===== config.mk =====
export PLATFORM = sky130hd
export DESIGN_NAME = serial_mem_responder_flat
export DESIGN_NICKNAME = d
export VERILOG_FILES = /design/src/rtl/serial_mem_responder_pkg.sv /design/src/rtl/serial_mem_responder_if.sv /design/src/rtl/serial_mem_responder_lane_align.sv /design/src/rtl/serial_mem_responder.sv /design/src/flat_wrapper.sv
export SDC_FILE = /design/constraint.sdc
export NUM_CORES = 1
export LEC_CHECK = 0
export CAP_MARGIN = 20
export CORE_MARGIN = 4
export CORE_UTILIZATION = 45
export DETAILED_ROUTE_END_ITERATION = 10
export DONT_BUFFER_PORTS = 1
export GPL_ROUTABILITY_DRIVEN = 0
export GPL_TIMING_DRIVEN = 0
export PLACE_DENSITY_LB_ADDON = 0.25
export SKIP_CTS_REPAIR_TIMING = 1
export SLEW_MARGIN = 20
export SYNTH_ARGS = -nofsm -noshare
export SYNTH_HDL_FRONTEND = slang
export SYNTH_SLANG_ARGS = --single-unit

===== constraint.sdc =====
create_clock -name clk -period 6.9 [get_ports clk]
set_clock_uncertainty 0.1 [all_clocks]
set_input_delay 2.07 -clock clk [delete_from_list [all_inputs] [get_ports clk]]
set_output_delay 2.07 -clock clk [all_outputs]
set_load 0.02 [all_outputs]

===== src/rtl/serial_mem_responder_pkg.sv =====
// Shared types and helpers for the bit-serial memory responder:
// FSM states, access-size codes, phase length and byte-lane masks.
package serial_mem_pkg;

    typedef enum logic [2:0] {
        ST_IDLE,
        ST_ADDR,
        ST_DATA,
        ST_WRITE,
        ST_READ,
        ST_CAPTURE,
        ST_STREAM,
        ST_ABORT
    } state_t;

    localparam logic [1:0] SZ_BYTE = 2'b00;
    localparam logic [1:0] SZ_HALF = 2'b01;
    localparam logic [1:0] SZ_WORD = 2'b10;

    localparam int PHASE_LEN = 32;

    // Size code 11 behaves exactly like a word access.
    function automatic logic [1:0] norm_size(input logic [1:0] size);
        return (size == 2'b11) ? SZ_WORD : size;
    endfunction

    function automatic logic [3:0] lane_mask(input logic [1:0] size, input logic [1:0] off);
        case (size)
            SZ_BYTE: lane_mask = 4'b0001 << off;
            SZ_HALF: lane_mask = 4'b0011 << off;
            default: lane_mask = 4'b1111;
        endcase
    endfunction

endpackage


===== src/rtl/serial_mem_responder_if.sv =====
// Serial request/response pins between the core's data serialiser and the responder.
interface serial_mem_responder_if;
    logic       req_valid;
    logic       req_write;
    logic [1:0] req_size;
    logic       req_unsigned;
    logic       ser_in_bit;
    logic       busy;
    logic       rsp_valid;
    logic       rsp_bit;
    logic       done;
    logic       misaligned;

    modport master (
        output req_valid, req_write, req_size, req_unsigned, ser_in_bit,
        input  busy, rsp_valid, rsp_bit, done, misaligned
    );

    modport slave (
        input  req_valid, req_write, req_size, req_unsigned, ser_in_bit,
        output busy, rsp_valid, rsp_bit, done, misaligned
    );
endinterface


===== src/rtl/serial_mem_responder_lane_align.sv =====
// Byte-lane alignment: shifts store data up into its lanes with a write mask,
// and shifts load data down then sign/zero-extends it.
module lane_align
    import serial_mem_pkg::*;
(
    input  logic [1:0]  size,
    input  logic [1:0]  off,
    input  logic        uns,
    input  logic [31:0] st_data,
    output logic [31:0] st_wdata,
    output logic [3:0]  st_mask,
    input  logic [31:0] ld_rdata,
    output logic [31:0] ld_data
);
    logic [4:0]  shamt;
    logic [31:0] ld_shift;

    assign shamt    = {off, 3'b000};
    assign st_wdata = st_data << shamt;
    assign st_mask  = lane_mask(size, off);
    assign ld_shift = ld_rdata >> shamt;

    always_comb begin
        ld_data = ld_shift;
        case (size)
            SZ_BYTE: ld_data = {{24{~uns & ld_shift[7]}}, ld_shift[7:0]};
            SZ_HALF: ld_data = {{16{~uns & ld_shift[15]}}, ld_shift[15:0]};
            default: ld_data = ld_shift;
        endcase
    end
endmodule


===== src/rtl/serial_mem_responder.sv =====
// Far end of the core's bit-serial load/store link: collects address (and store
// data) LSB first, performs one masked BlockRAM access, streams load data back.
module serial_mem_responder
    import serial_mem_pkg::*;
#(
    parameter int D_WIDTH    = 32,
    parameter int ADDR_WIDTH = 10,
    parameter int LANES      = 4
) (
    input  logic                  clk,
    input  logic                  rst,
    serial_mem_responder_if.slave bus,
    output logic                  ram_en,
    output logic [LANES-1:0]      ram_we,
    output logic [ADDR_WIDTH-1:0] ram_addr,
    output logic [D_WIDTH-1:0]    ram_wdata,
    input  logic [D_WIDTH-1:0]    ram_rdata
);
    localparam logic [4:0] LAST_BIT = 5'(PHASE_LEN - 1);

    state_t                state_reg;
    logic [4:0]            cnt_reg;
    logic [31:0]           addr_sr_reg;
    logic [31:0]           data_sr_reg;
    logic [31:0]           out_sr_reg;
    logic                  write_reg;
    logic                  uns_reg;
    logic [1:0]            size_reg;
    logic [1:0]            off_reg;
    logic [ADDR_WIDTH-1:0] waddr_reg;

    // Full word including the bit arriving this cycle.
    logic [31:0] addr_full;
    logic [31:0] data_full;
    logic        misalign;
    logic [31:0] st_wdata;
    logic [3:0]  st_mask;
    logic [31:0] ld_data;

    assign addr_full = {bus.ser_in_bit, addr_sr_reg[31:1]};
    assign data_full = {bus.ser_in_bit, data_sr_reg[31:1]};
    assign misalign  = ((size_reg == SZ_HALF) && addr_full[0]) ||
                       ((size_reg == SZ_WORD) && (addr_full[1:0] != 2'b00));

    lane_align u_lane_align (
        .size     (size_reg),
        .off      (off_reg),
        .uns      (uns_reg),
        .st_data  (data_full),
        .st_wdata (st_wdata),
        .st_mask  (st_mask),
        .ld_rdata (ram_rdata),
        .ld_data  (ld_data)
    );

    always_ff @(posedge clk or posedge rst) begin
        if (rst) begin
            state_reg      <= ST_IDLE;
            cnt_reg        <= '0;
            addr_sr_reg    <= '0;
            data_sr_reg    <= '0;
            out_sr_reg     <= '0;
            write_reg      <= 1'b0;
            uns_reg        <= 1'b0;
            size_reg       <= SZ_BYTE;
            off_reg        <= '0;
            waddr_reg      <= '0;
            bus.busy       <= 1'b0;
            bus.rsp_valid  <= 1'b0;
            bus.rsp_bit    <= 1'b0;
            bus.done       <= 1'b0;
            bus.misaligned <= 1'b0;
            ram_en         <= 1'b0;
            ram_we         <= '0;
            ram_addr       <= '0;
            ram_wdata      <= '0;
        end else begin
            case (state_reg)
                ST_IDLE: begin
                    if (bus.req_valid) begin
                        addr_sr_reg <= addr_full;
                        write_reg   <= bus.req_write;
                        size_reg    <= norm_size(bus.req_size);
                        uns_reg     <= bus.req_unsigned;
                        cnt_reg     <= 5'd1;
                        bus.busy    <= 1'b1;
                        state_reg   <= ST_ADDR;
                    end
                end
                ST_ADDR: begin
                    addr_sr_reg <= addr_full;
                    cnt_reg     <= cnt_reg + 5'd1;
                    if (cnt_reg == LAST_BIT) begin
                        off_reg   <= addr_full[1:0];
                        waddr_reg <= addr_full[ADDR_WIDTH+1:2];
                        if (misalign) begin
                            bus.done       <= 1'b1;
                            bus.misaligned <= 1'b1;
                            state_reg      <= ST_ABORT;
                        end else if (write_reg) begin
                            state_reg <= ST_DATA;
                        end else begin
                            ram_en    <= 1'b1;
                            ram_addr  <= addr_full[ADDR_WIDTH+1:2];
                            state_reg <= ST_READ;
                        end
                    end
                end
                ST_DATA: begin
                    data_sr_reg <= data_full;
                    cnt_reg     <= cnt_reg + 5'd1;
                    if (cnt_reg == LAST_BIT) begin
                        ram_en    <= 1'b1;
                        ram_we    <= st_mask;
                        ram_addr  <= waddr_reg;
                        ram_wdata <= st_wdata;
                        bus.done  <= 1'b1;
                        state_reg <= ST_WRITE;
                    end
                end
                ST_WRITE: begin
                    ram_en    <= 1'b0;
                    ram_we    <= '0;
                    bus.done  <= 1'b0;
                    bus.busy  <= 1'b0;
                    state_reg <= ST_IDLE;
                end
                ST_READ: begin
                    ram_en    <= 1'b0;
                    state_reg <= ST_CAPTURE;
                end
                ST_CAPTURE: begin
                    out_sr_reg    <= ld_data;
                    bus.rsp_bit   <= ld_data[0];
                    bus.rsp_valid <= 1'b1;
                    cnt_reg       <= '0;
                    state_reg     <= ST_STREAM;
                end
                ST_STREAM: begin
                    // rsp_bit already shows bit cnt; stage bit cnt+1 for the next cycle.
                    cnt_reg     <= cnt_reg + 5'd1;
                    out_sr_reg  <= out_sr_reg >> 1;
                    bus.rsp_bit <= out_sr_reg[1];
                    if (cnt_reg == LAST_BIT - 5'd1) begin
                        bus.done <= 1'b1;
                    end
                    if (cnt_reg == LAST_BIT) begin
                        bus.rsp_valid <= 1'b0;
                        bus.rsp_bit   <= 1'b0;
                        bus.done      <= 1'b0;
                        bus.busy      <= 1'b0;
                        state_reg     <= ST_IDLE;
                    end
                end
                ST_ABORT: begin
                    bus.done       <= 1'b0;
                    bus.misaligned <= 1'b0;
                    bus.busy       <= 1'b0;
                    state_reg      <= ST_IDLE;
                end
                default: state_reg <= ST_IDLE;
            endcase
        end
    end
endmodule


===== src/flat_wrapper.sv =====
// flat-port wrapper written by rule: the top's interface ports become plain ports
module serial_mem_responder_flat import serial_mem_pkg::*;
#(
    parameter int D_WIDTH    = 32,
    parameter int ADDR_WIDTH = 10,
    parameter int LANES      = 4
)
  (clk, rst, ram_en, ram_we, ram_addr, ram_wdata, ram_rdata, bus_req_valid, bus_req_write, bus_req_size, bus_req_unsigned, bus_ser_in_bit, bus_busy, bus_rsp_valid, bus_rsp_bit, bus_done, bus_misaligned);
  serial_mem_responder_if bus_i ();
  input  logic clk;
  input  logic rst;
  output logic ram_en;
  output logic [LANES-1:0] ram_we;
  output logic [ADDR_WIDTH-1:0] ram_addr;
  output logic [D_WIDTH-1:0] ram_wdata;
  input  logic [D_WIDTH-1:0] ram_rdata;
  input wire logic [$bits(bus_i.req_valid)-1:0] bus_req_valid;
  input wire logic [$bits(bus_i.req_write)-1:0] bus_req_write;
  input wire logic [$bits(bus_i.req_size)-1:0] bus_req_size;
  input wire logic [$bits(bus_i.req_unsigned)-1:0] bus_req_unsigned;
  input wire logic [$bits(bus_i.ser_in_bit)-1:0] bus_ser_in_bit;
  output wire logic [$bits(bus_i.busy)-1:0] bus_busy;
  output wire logic [$bits(bus_i.rsp_valid)-1:0] bus_rsp_valid;
  output wire logic [$bits(bus_i.rsp_bit)-1:0] bus_rsp_bit;
  output wire logic [$bits(bus_i.done)-1:0] bus_done;
  output wire logic [$bits(bus_i.misaligned)-1:0] bus_misaligned;
  assign bus_i.req_valid = bus_req_valid;
  assign bus_i.req_write = bus_req_write;
  assign bus_i.req_size = bus_req_size;
  assign bus_i.req_unsigned = bus_req_unsigned;
  assign bus_i.ser_in_bit = bus_ser_in_bit;
  assign bus_busy = bus_i.busy;
  assign bus_rsp_valid = bus_i.rsp_valid;
  assign bus_rsp_bit = bus_i.rsp_bit;
  assign bus_done = bus_i.done;
  assign bus_misaligned = bus_i.misaligned;
  serial_mem_responder #(.D_WIDTH(D_WIDTH), .ADDR_WIDTH(ADDR_WIDTH), .LANES(LANES)) u_core (.clk(clk), .rst(rst), .bus(bus_i), .ram_en(ram_en), .ram_we(ram_we), .ram_addr(ram_addr), .ram_wdata(ram_wdata), .ram_rdata(ram_rdata));
endmodule

==> results of run 1 <==
==> synth_stat cells, drive strengths merged (4+ instances only) <==
cell type and n:
nand2 74, a211o 7, nor3 4, dfrtp 169
a211oi 11, o32a 10, a31oi 5, buf 40
o21a 12, mux2i 29, nand3 5, nand2b 11
a221oi 12, inv 10, a22oi 16, o21ai 52
a21oi 34, ha 4, o31ai 10, nor2b 16
nor2 30, mux2 100, o22a 9, a21boi 9
a222oi 6, clkbuf 19
==> cell usage in the layout (no fill, tap or decap), types with 5 or more instances in the layout <==
cell / Yosys / final
dfrtp_1: 169 / 169
mux2_2: 100 / 100
nand2_1: 74 / 74
o21ai_0: 50 / 50
a21oi_1: 33 / 33
mux2i_1: 29 / 29
nor2_1: 29 / 29
buf_2: 27 / 27
clkbuf_1: 19 / 20
clkbuf_16: 0 / 17
a22oi_1: 16 / 16
nor2b_1: 15 / 15
o21a_1: 12 / 12
a221oi_1: 12 / 12
a211oi_1: 11 / 11
nand2b_1: 11 / 11
o31ai_1: 10 / 10
inv_1: 10 / 9
a21boi_0: 9 / 9
o22a_1: 9 / 9
o32a_1: 8 / 8
a211o_1: 7 / 7
buf_1: 6 / 6
a222oi_1: 6 / 6
buf_4: 5 / 5
nand3_1: 5 / 5
a31oi_1: 5 / 5
==> worst max-delay path by stage <==
stage / startpoint / endpoint / cells past startpoint
6_report: ram_rdata[31] / u_core.out_sr_reg[8]$_DFFE_PP0P_ / 5
4_1_cts: ram_rdata[31] / u_core.out_sr_reg[8]$_DFFE_PP0P_ / 5
3_5_place_dp: ram_rdata[31] / u_core.out_sr_reg[8]$_DFFE_PP0P_ / 5
2_1_floorplan: rst / u_core.addr_sr_reg[10]$_DFFE_PP0P_ / 1
5_1_grt: ram_rdata[31] / u_core.out_sr_reg[8]$_DFFE_PP0P_ / 5
3_3_place_gp: rst / u_core.out_sr_reg[29]$_DFFE_PP0P_ / 1
==> power groups by stage <==
stage / sequential (uW) / clock (uW) / combinational, uW
after floorplan: 1450 / 0 / 1010
after global placement: 1500 / 0 / 1210
after detailed placement: 1520 / 0 / 1260
after CTS: 1500 / 974 / 1260
after global routing: 1540 / 1020 / 1400
final: 1500 / 960 / 1260
==> per-stage QoR <==
| step | util (%) | cells | area, sq um | setup WS (ns) |
|---|---|---|---|---|
| final | 50.9 | 997 | 9150 | 3.70 |
| after global routing | 50.9 | 997 | 9150 | 3.65 |
| after CTS | 50.9 | 997 | 9150 | 3.72 |
| after detailed placement | 47.6 | 966 | 8560 | 3.26 |
| after global placement | 47.4 | 965 | 8520 | -1.46 |
| after floorplan | - | 736 | 8230 | 0.155 |
==> routing by layer <==
metal,vias up,GRT usage [%],part of all wire (%)
met5,-,0,0
met4,0,6.59,2.1
met3,36,5.36,6.1
met2,204,34.5,49
met1,3022,27.5,42
li1,2727,-,-
==> worst max-delay path: stages <==
cell and delay (ns):
mux4_2 0.46, and3b_1 0.18, clkbuf_1 0.20, a221oi_1 0.38, o21ai_1 0.10
==> cell families after synthesis <==
group / share of synthesized area [%]
xor gates and xnor gates: 0.319
DFF: 51.4
AOI/OAI and AO/OA: 17.6
muxes: 17.5
adders and majority gates: 0.608
buffers and inverters: 3.97
and+or+nand+nor: 8.65
==> cell type report <==
type                            count  area, sq um
Clock inverter                     13          163
Inverter                           10         45.0
Tap cell                          229          287
Timing Repair Buffer                1         27.5
Sequential cell                   169         4230
Fill cell                        1585         8820
Buffer                             59          289
Multi-Input combinational cell    498         3680
Clock buffer                       18          429
==> impl_metrics.py, run 1 <==
metrics = {
    "sta": {
        "whs_ns": 0.398,
        "hold_viol": 0,
        "period_needed_ns": 3.20,
        "final-max-slew-violation-count": 0,
        "clock.fmax_mhz": 312,
        "worstMarginPinSlew_ns": 0.680,
        "period_share_pct": 46.4,
        "setup_violations": 0,
        "slew_headroom_pct": 54.3,
        "rsz0062_at_grt": "no",
        "final.setup.tns_ns": 0,
    },
    "synth": {
        "syn-num-nets": 780,
        "synth_cell_types": 58,
        "synth-seq-cells": 169,
        "yosys.area.top_type_share_pct": 51.4,
        "ys_warn_count": 0,
        "synth_top_area_cell": "dfrtp_1",
        "syn_inst": 736,
        "synthArstFlopShare_pct": 100,
        "synth_area_leaders": "dfrtp_1, mux2_2, mux2i_1",
        "avgSynthCellArea_sq_um": 11.2,
        "synth_area_sq_um": 8230,
        "synthFlopType": "dfrtp_1",
        "yosysSeqAreaShare_pct": 51.4,
        "synth_edf_count": 0,
    },
    "layout": {
        "nets": 800,
        "diodes": 0,
        "area_delta_synth_final_pct": 11.1,
        "largest_reg_flops": 32,
        "regMostFlops": "u_core.ram_wdata",
        "drive_gt1_share_pct": 23.2,
    },
    "setup_path": {
        "arrival_ns": 3.39,
        "r2r_setup_slack_ns": 4.36,
        "worstSetupEndpointType": "flop",
        "r2r_cells": 8,
        "crit_path_start_kind": "primary input",
        "required_ns": 7.09,
        "reg2reg_to": "u_core.ram_wdata[0]$_DFFE_PP0P_",
        "criticalPathCategory": "in2reg",
        "rr_startpoint": "u_core.cnt_reg[0]$_DFFE_PP0P_",
        "cp_max_fo": 8,
    },
    "clocking": {
        "cts.path.max_buffers": 2,
        "clk_latency_ns": 0.43,
        "cts_tree": "done",
        "numCtsBuffers": 17,
        "clock-root-buffer": "clkbuf_16",
        "htreeDepth": 4,
        "cts.clk_slew.worst_paths_ns": 0.07,
        "cts.sinks": 169,
    },
    "floorplanning": {
        "rows": 49,
        "die_width_microns": 143,
        "initial_utilization_pct": 45.8,
        "io_pins": 92,
        "die_h_microns": 143,
        "die_area_sq_um": 20500,
        "coreArea_sq_um": 18000,
    },
    "power_and_ir_drop": {
        "seqPwrFrac_pct": 40.4,
        "switching_share_pct": 35.6,
        "p_per_area_nw_per_um2": 408,
        "p_comb_share_pct": 33.9,
        "power.internal_uw": 2400,
        "power.total_uw": 3730,
        "p_clk_share_pct": 25.8,
        "ir_worst_vdd_mv": 0.214,
        "switching_power_uw": 1330,
        "p_leak_uw": 0.00402,
    },
    "route": {
        "dr.first_iter.drc_count": 565,
        "vias": 5989,
        "drt.antenna.violating_nets": 0,
        "routed_via_density": 6.01,
        "first_pass_iters": 5,
        "wirelength_microns": 20900,
        "wl_per_cell_microns": 20.9,
        "route.detailed.drc": 0,
    },
    "grt": {
        "groute.usage.overall_pct": 21.0,
        "antenna_found_initial": 0,
        "grt_start_max_net_pins": 86,
        "grt_pass1_wl_microns": 33700,
        "grt_pass1_vias": 6125,
        "overflow": 0,
    },
    "worst_hold_path": {
        "hold_class": "reg2reg",
        "whs_path_depth": 1,
        "hold_path_end": "u_core.addr_sr_reg[12]$_DFFE_PP0P_",
        "min_from": "u_core.addr_sr_reg[13]$_DFFE_PP0P_",
    },
    "placement": {
        "hpwl_microns": 15000,
        "portBuffers": 0,
    },
    "outcome": {
        "status": "finished clean",
    },
    "run": {
        "maxCapViolCount": 0,
    },
}
(Power assumes the default switching activity.)
==> inputs of run 2 (changes only) <==
==> constraint.sdc (replaced) <==
create_clock -name clk -period 3.2 [get_ports clk]
set_clock_uncertainty 0.1 [all_clocks]
set_input_delay 0.96 -clock clk [delete_from_list [all_inputs] [get_ports clk]]
set_output_delay 0.96 -clock clk [all_outputs]
set_load 0.02 [all_outputs]
==> run 2 against run 1 <==
  * Worst setup slack got worse by 3.0 ns
  * Flip-flop and latch count did not move
  * Combinational power rose by 120%
  * Sequential power rose by 120%
==> impl_metrics.py, run 2 (synthesis gave the netlist of run 1 again) <==
metrics = {
    "grt": {
        "grt_pass1_vias": 6213,
        "overflow": 0,
        "grt_pass1_wl_microns": 33700,
        "grt_start_max_net_pins": 37,
        "groute.usage.overall_pct": 20.9,
        "antenna_found_initial": 0,
    },
    "setup_path": {
        "r2r_setup_slack_ns": 0.67,
        "cp_slowest_cell": "clkbuf_1",
        "path_cells": "ha_1 -> and3_1 -> ha_1 -> nand2_1 -> clkbuf_1 -> o32a_1 -> o21a_1",
        "criticalPathCategory": "reg2reg",
        "arrival_ns": 2.79,
        "reg2reg_to": "u_core.ram_addr[1]$_DFFE_PP0P_",
        "cp_max_fo": 10,
        "required_ns": 3.46,
        "cp-endpoint": "u_core.ram_addr[1]$_DFFE_PP0P_",
        "crit_path_start_kind": "flop",
        "rr_startpoint": "u_core.cnt_reg[0]$_DFFE_PP0P_",
        "worst_path_most_repeated_cell": "ha_1",
        "crit_start": "u_core.cnt_reg[0]$_DFFE_PP0P_",
        "worstSetupEndpointType": "flop",
        "r2r_cells": 7,
        "slowest_delay_ns": 0.49,
    },
    "floorplanning": {
        "die_h_microns": 143,
        "io_pins": 92,
        "coreArea_sq_um": 18000,
        "die_width_microns": 143,
        "initial_utilization_pct": 45.8,
        "die_area_sq_um": 20500,
        "rows": 49,
    },
    "layout": {
        "regMostFlops": "u_core.ram_wdata",
        "diodes": 0,
        "fill_cells": 1563,
        "final_cells": 1002,
        "area_delta_synth_final_pct": 12.4,
        "nets": 805,
        "drive_gt1_share_pct": 23.5,
        "final_common_cell": "dfrtp_1",
        "largest_reg_flops": 32,
        "final_cell_mix": "dfrtp_1, mux2_2, nand2_1",
    },
    "placement": {
        "portBuffers": 0,
        "hpwl_microns": 15300,
        "dp_cells": 971,
    },
    "clocking": {
        "htreeDepth": 4,
        "cts.sinks": 169,
        "cts.path.max_buffers": 2,
        "clk_latency_ns": 0.42,
        "cts.clk_slew.worst_paths_ns": 0.07,
        "clock-root-buffer": "clkbuf_16",
        "cts_tree": "done",
        "numCtsBuffers": 17,
    },
    "sta": {
        "clock.fmax_mhz": 396,
        "final-max-slew-violation-count": 0,
        "period_needed_ns": 2.53,
        "hold_viol": 0,
        "worstMarginPinSlew_ns": 0.703,
        "setup_violations": 0,
        "period_share_pct": 78.9,
        "slew_headroom_pct": 52.8,
        "final.setup.tns_ns": 0,
        "rsz0062_at_grt": "no",
        "whs_ns": 0.225,
    },
    "power_and_ir_drop": {
        "power.internal_uw": 5290,
        "ir_worst_vdd_mv": 0.409,
        "switching_power_uw": 2800,
        "seqPwrFrac_pct": 40.0,
        "switching_share_pct": 34.7,
        "p_clk_share_pct": 26.1,
        "p_leak_uw": 0.00407,
        "p_per_area_nw_per_um2": 875,
        "p_comb_share_pct": 33.8,
    },
    "route": {
        "first_pass_iters": 8,
        "wirelength_microns": 20800,
        "dr.first_iter.drc_count": 567,
        "drt.antenna.violating_nets": 0,
        "vias": 6057,
        "routed_via_density": 6.04,
        "route.detailed.drc": 0,
        "wl_per_cell_microns": 20.8,
    },
    "run": {
        "maxCapViolCount": 0,
    },
    "outcome": {
        "status": "finished clean",
    },
    "worst_hold_path": {
        "hold_class": "in2async",
    },
}
-- run 2: cell type report --
type,count,area (sq um),share of cell area (%)
Multi-Input combinational cell,498,3680,39.8
Clock inverter,10,141,1.53
Sequential cell,169,4230,45.7
Tap cell,229,287,3.10
Clock buffer,21,460,4.98
Timing Repair Buffer,6,128,1.38
Buffer,59,289,3.12
Inverter,10,41.3,0.446
-- run 2: critical path: cells and delay by family (launching register included) --
kind / cells / cell delay, ns
AO/OA/AOI/OAI: 2 / 0.38
buffers and inverters: 1 / 0.49
AND/OR/NAND/NOR: 2 / 0.48
adder cells (fa/ha/maj): 2 / 0.54
flip-flops: 1 / 0.47
-- run 2: routing by layer --
layer / up-vias / track usage (%) / wire length, microns
met5: - / 0 / 0
met4: 0 / 6.24 / 453
met3: 33 / 4.86 / 1420
met2: 229 / 34.2 / 10300
met1: 3051 / 28.1 / 8650
li1: 2744 / - / -
-- run 2: worst min-delay path by stage --
stage | endpoint | slack [ns] | cells past startpoint
2_1_floorplan | u_core.out_sr_reg[31]$_DFFE_PP0P_ | 0.35 | 2
3_3_place_gp | u_core.addr_sr_reg[14]$_DFFE_PP0P_ | 0.38 | 1
3_5_place_dp | u_core.out_sr_reg[31]$_DFFE_PP0P_ | 0.38 | 2
4_1_cts | u_core.ram_wdata[30]$_DFFE_PP0P_ | 0.22 | 1
5_1_grt | u_core.ram_wdata[30]$_DFFE_PP0P_ | 0.21 | 1
6_report | u_core.ram_wdata[30]$_DFFE_PP0P_ | 0.23 | 1
-- run 2: per-stage QoR --
stage / setup slack (ns) / util (%) / instance area, sq um / total power, uW
floorplan: -0.0147 / - / 8240 / 5300
global placement: -0.832 / 47.5 / 8520 / 5850
detailed placement: 0.654 / 48.2 / 8650 / 5990
CTS: 0.697 / 51.5 / 9250 / 8120
global route: 0.512 / 51.5 / 9250 / 8570
finish: 0.674 / 51.5 / 9250 / 8090
-- run 2: power groups by stage --
stage          Combinational (uW)  Clock, uW  Sequential, uW
2_1_floorplan                2180          0            3130
3_3_place_gp                 2620          0            3230
3_5_place_dp                 2720          0            3270
4_1_cts                      2740       2150            3240
5_1_grt                      3020       2250            3300
6_report                     2740       2110            3240
==> inputs of run 3 (changes only) <==
==> constraint.sdc (replaced) <==
create_clock -name clk -period 2.5 [get_ports clk]
set_clock_uncertainty 0.1 [all_clocks]
set_input_delay 0.75 -clock clk [delete_from_list [all_inputs] [get_ports clk]]
set_output_delay 0.75 -clock clk [all_outputs]
set_load 0.02 [all_outputs]
==> run 3 against run 2 <==
  * Power increased by 28%
  * Sequential power up 28%
  * Largest power group unchanged
  * Wire length about the same
  * Register-to-register slack got worse by 0.55 ns
  * Hold slack got worse by 0.21 ns
  * Fmax grew 6.2%
  * Non-clock buffer count unchanged
  * Highest routed layer unchanged
  * Combinational power grew 28%
==> impl_metrics.py, run 3 (synthesis gave the netlist of run 1 again) <==
metrics = {
    "outcome": {
        "status": "finished clean",
    },
    "power_and_ir_drop": {
        "p_clk_share_pct": 26.1,
        "switching_power_uw": 3590,
        "p_comb_share_pct": 33.8,
        "seqPwrFrac_pct": 40.1,
        "ir_worst_vdd_mv": 0.529,
        "power.internal_uw": 6770,
        "switching_share_pct": 34.6,
        "p_leak_uw": 0.00408,
        "p_per_area_nw_per_um2": 1120,
    },
    "setup_path": {
        "cp_max_fo": 10,
        "worst_path_most_repeated_cell": "ha_1",
        "crit_path_start_kind": "flop",
        "arrival_ns": 2.60,
        "criticalPathCategory": "reg2reg",
        "cp_top_family": "adder cells",
        "cp_slowest_cell": "dfrtp_1",
        "crit_start": "u_core.cnt_reg[0]$_DFFE_PP0P_",
        "crit_buf_inv": 1,
        "slowest_delay_ns": 0.49,
        "path_cells": "ha_1 -> and3_1 -> ha_1 -> nand3_2 -> buf_2 -> o32a_1 -> o21a_1",
        "required_ns": 2.72,
        "worstSetupEndpointType": "flop",
        "rr_startpoint": "u_core.cnt_reg[0]$_DFFE_PP0P_",
    },
    "placement": {
        "hpwl_microns": 15300,
        "dp_cells": 971,
        "portBuffers": 0,
    },
    "clocking": {
        "cts.sinks": 169,
        "cts.clk_slew.worst_paths_ns": 0.07,
        "cts_tree": "done",
        "clock-root-buffer": "clkbuf_16",
        "cts.path.max_buffers": 2,
        "htreeDepth": 4,
        "clk_latency_ns": 0.43,
        "numCtsBuffers": 17,
    },
    "layout": {
        "final_common_cell": "dfrtp_1",
        "drive_gt1_share_pct": 24.1,
        "largest_reg_flops": 32,
        "fill_cells": 1564,
        "nets": 805,
        "area_delta_synth_final_pct": 12.6,
        "diodes": 0,
        "final_cell_mix": "dfrtp_1, mux2_2, nand2_1",
        "final_cells": 1002,
        "regMostFlops": "u_core.ram_wdata",
    },
    "route": {
        "route.detailed.drc": 0,
        "routed_via_density": 6.03,
        "first_pass_iters": 6,
        "vias": 6039,
        "dr.first_iter.drc_count": 565,
        "wirelength_microns": 20800,
        "drt.antenna.violating_nets": 0,
        "wl_per_cell_microns": 20.8,
    },
    "grt": {
        "overflow": 0,
        "grt_start_max_net_pins": 37,
        "antenna_found_initial": 0,
        "grt_pass1_vias": 6213,
        "groute.usage.overall_pct": 20.9,
        "grt_pass1_wl_microns": 33700,
    },
    "sta": {
        "rsz0062_at_grt": "yes",
        "period_share_pct": 95.1,
        "setup_violations": 0,
        "hold_viol": 0,
        "period_needed_ns": 2.38,
        "slew_headroom_pct": 54.1,
        "whs_ns": 0.0143,
        "final-max-slew-violation-count": 0,
        "worstMarginPinSlew_ns": 0.683,
        "clock.fmax_mhz": 420,
    },
    "floorplanning": {
        "io_pins": 92,
        "coreArea_sq_um": 18000,
        "initial_utilization_pct": 45.8,
        "die_h_microns": 143,
        "die_width_microns": 143,
        "die_area_sq_um": 20500,
        "rows": 49,
    },
    "run": {
        "maxCapViolCount": 0,
    },
    "worst_hold_path": {
        "hold_class": "in2async",
    },
}
## run 3: metrics by stage
step / setup WS [ns] / power [uW] / instance area, sq um / utilization (%) / TNS (ns)
detailed placement: 0.0119 / 7670 / 8650 / 48.2 / 0
floorplan: -0.505 / 6790 / 8240 / - / -85.30
finish: 0.122 / 10400 / 9270 / 51.6 / 0
global placement: -1.32 / 7490 / 8520 / 47.5 / -221.36
CTS: -0.00309 / 10400 / 9250 / 51.5 / -0.00309
global route: -0.0115 / 11000 / 9270 / 51.6 / -0.0115
## run 3: power by group through the flow
stage / logic, uW / registers (uW) / clock network, uW
CTS: 3500 / 4140 / 2750
detailed placement: 3480 / 4190 / 0
global route: 3870 / 4230 / 2880
floorplan: 2780 / 4000 / 0
finish: 3510 / 4150 / 2700
global placement: 3350 / 4140 / 0
## run 3: layout make-up
type                       count  area [sq um]  share of cell area, %
timing repair buffer           6           128                   1.38
inverter                      10          41.3                  0.446
tap                          229           287                   3.09
multi-input combinational    498          3680                   39.7
clock inverter                10           141                   1.53
sequential                   169          4230                   45.6
clock buffer                  21           460                   4.97
buffer                        59           298                   3.21
## run 3: worst register-to-register path, cell delays in order (launching register included)
cell and delay (ns):
dfrtp_1 0.49, ha_1 0.24, and3_1 0.22, ha_1 0.29, nand3_2 0.19, buf_2 0.26
o32a_1 0.38, o21a_1 0.11
## run 3: worst paths after layout
check	end	slack (ns)	cells past startpoint
min in group clk	u_core.write_reg$_DFFE_PP0P_	0.35	2
setup / recovery	u_core.ram_addr[1]$_DFFE_PP0P_	0.12	7
setup reg to reg	u_core.ram_addr[1]$_DFFE_PP0P_	0.12	7
hold reg to reg	u_core.addr_sr_reg[27]$_DFFE_PP0P_	0.40	1
max in group asynchronous	u_core.out_sr_reg[21]$_DFFE_PP0P_	1.42	4
hold / removal	u_core.ram_wdata[30]$_DFFE_PP0P_	0.01	1
## run 3: layer usage
| metal | GRT usage [%] | up-vias | routed length, microns |
|---|---|---|---|
| met5 | 0 | - | 0 |
| met1 | 28.1 | 3037 | 8710 |
| met2 | 34.2 | 224 | 10300 |
| met4 | 6.24 | 0 | 426 |
| li1 | - | 2749 | - |
| met3 | 4.86 | 29 | 1430 |
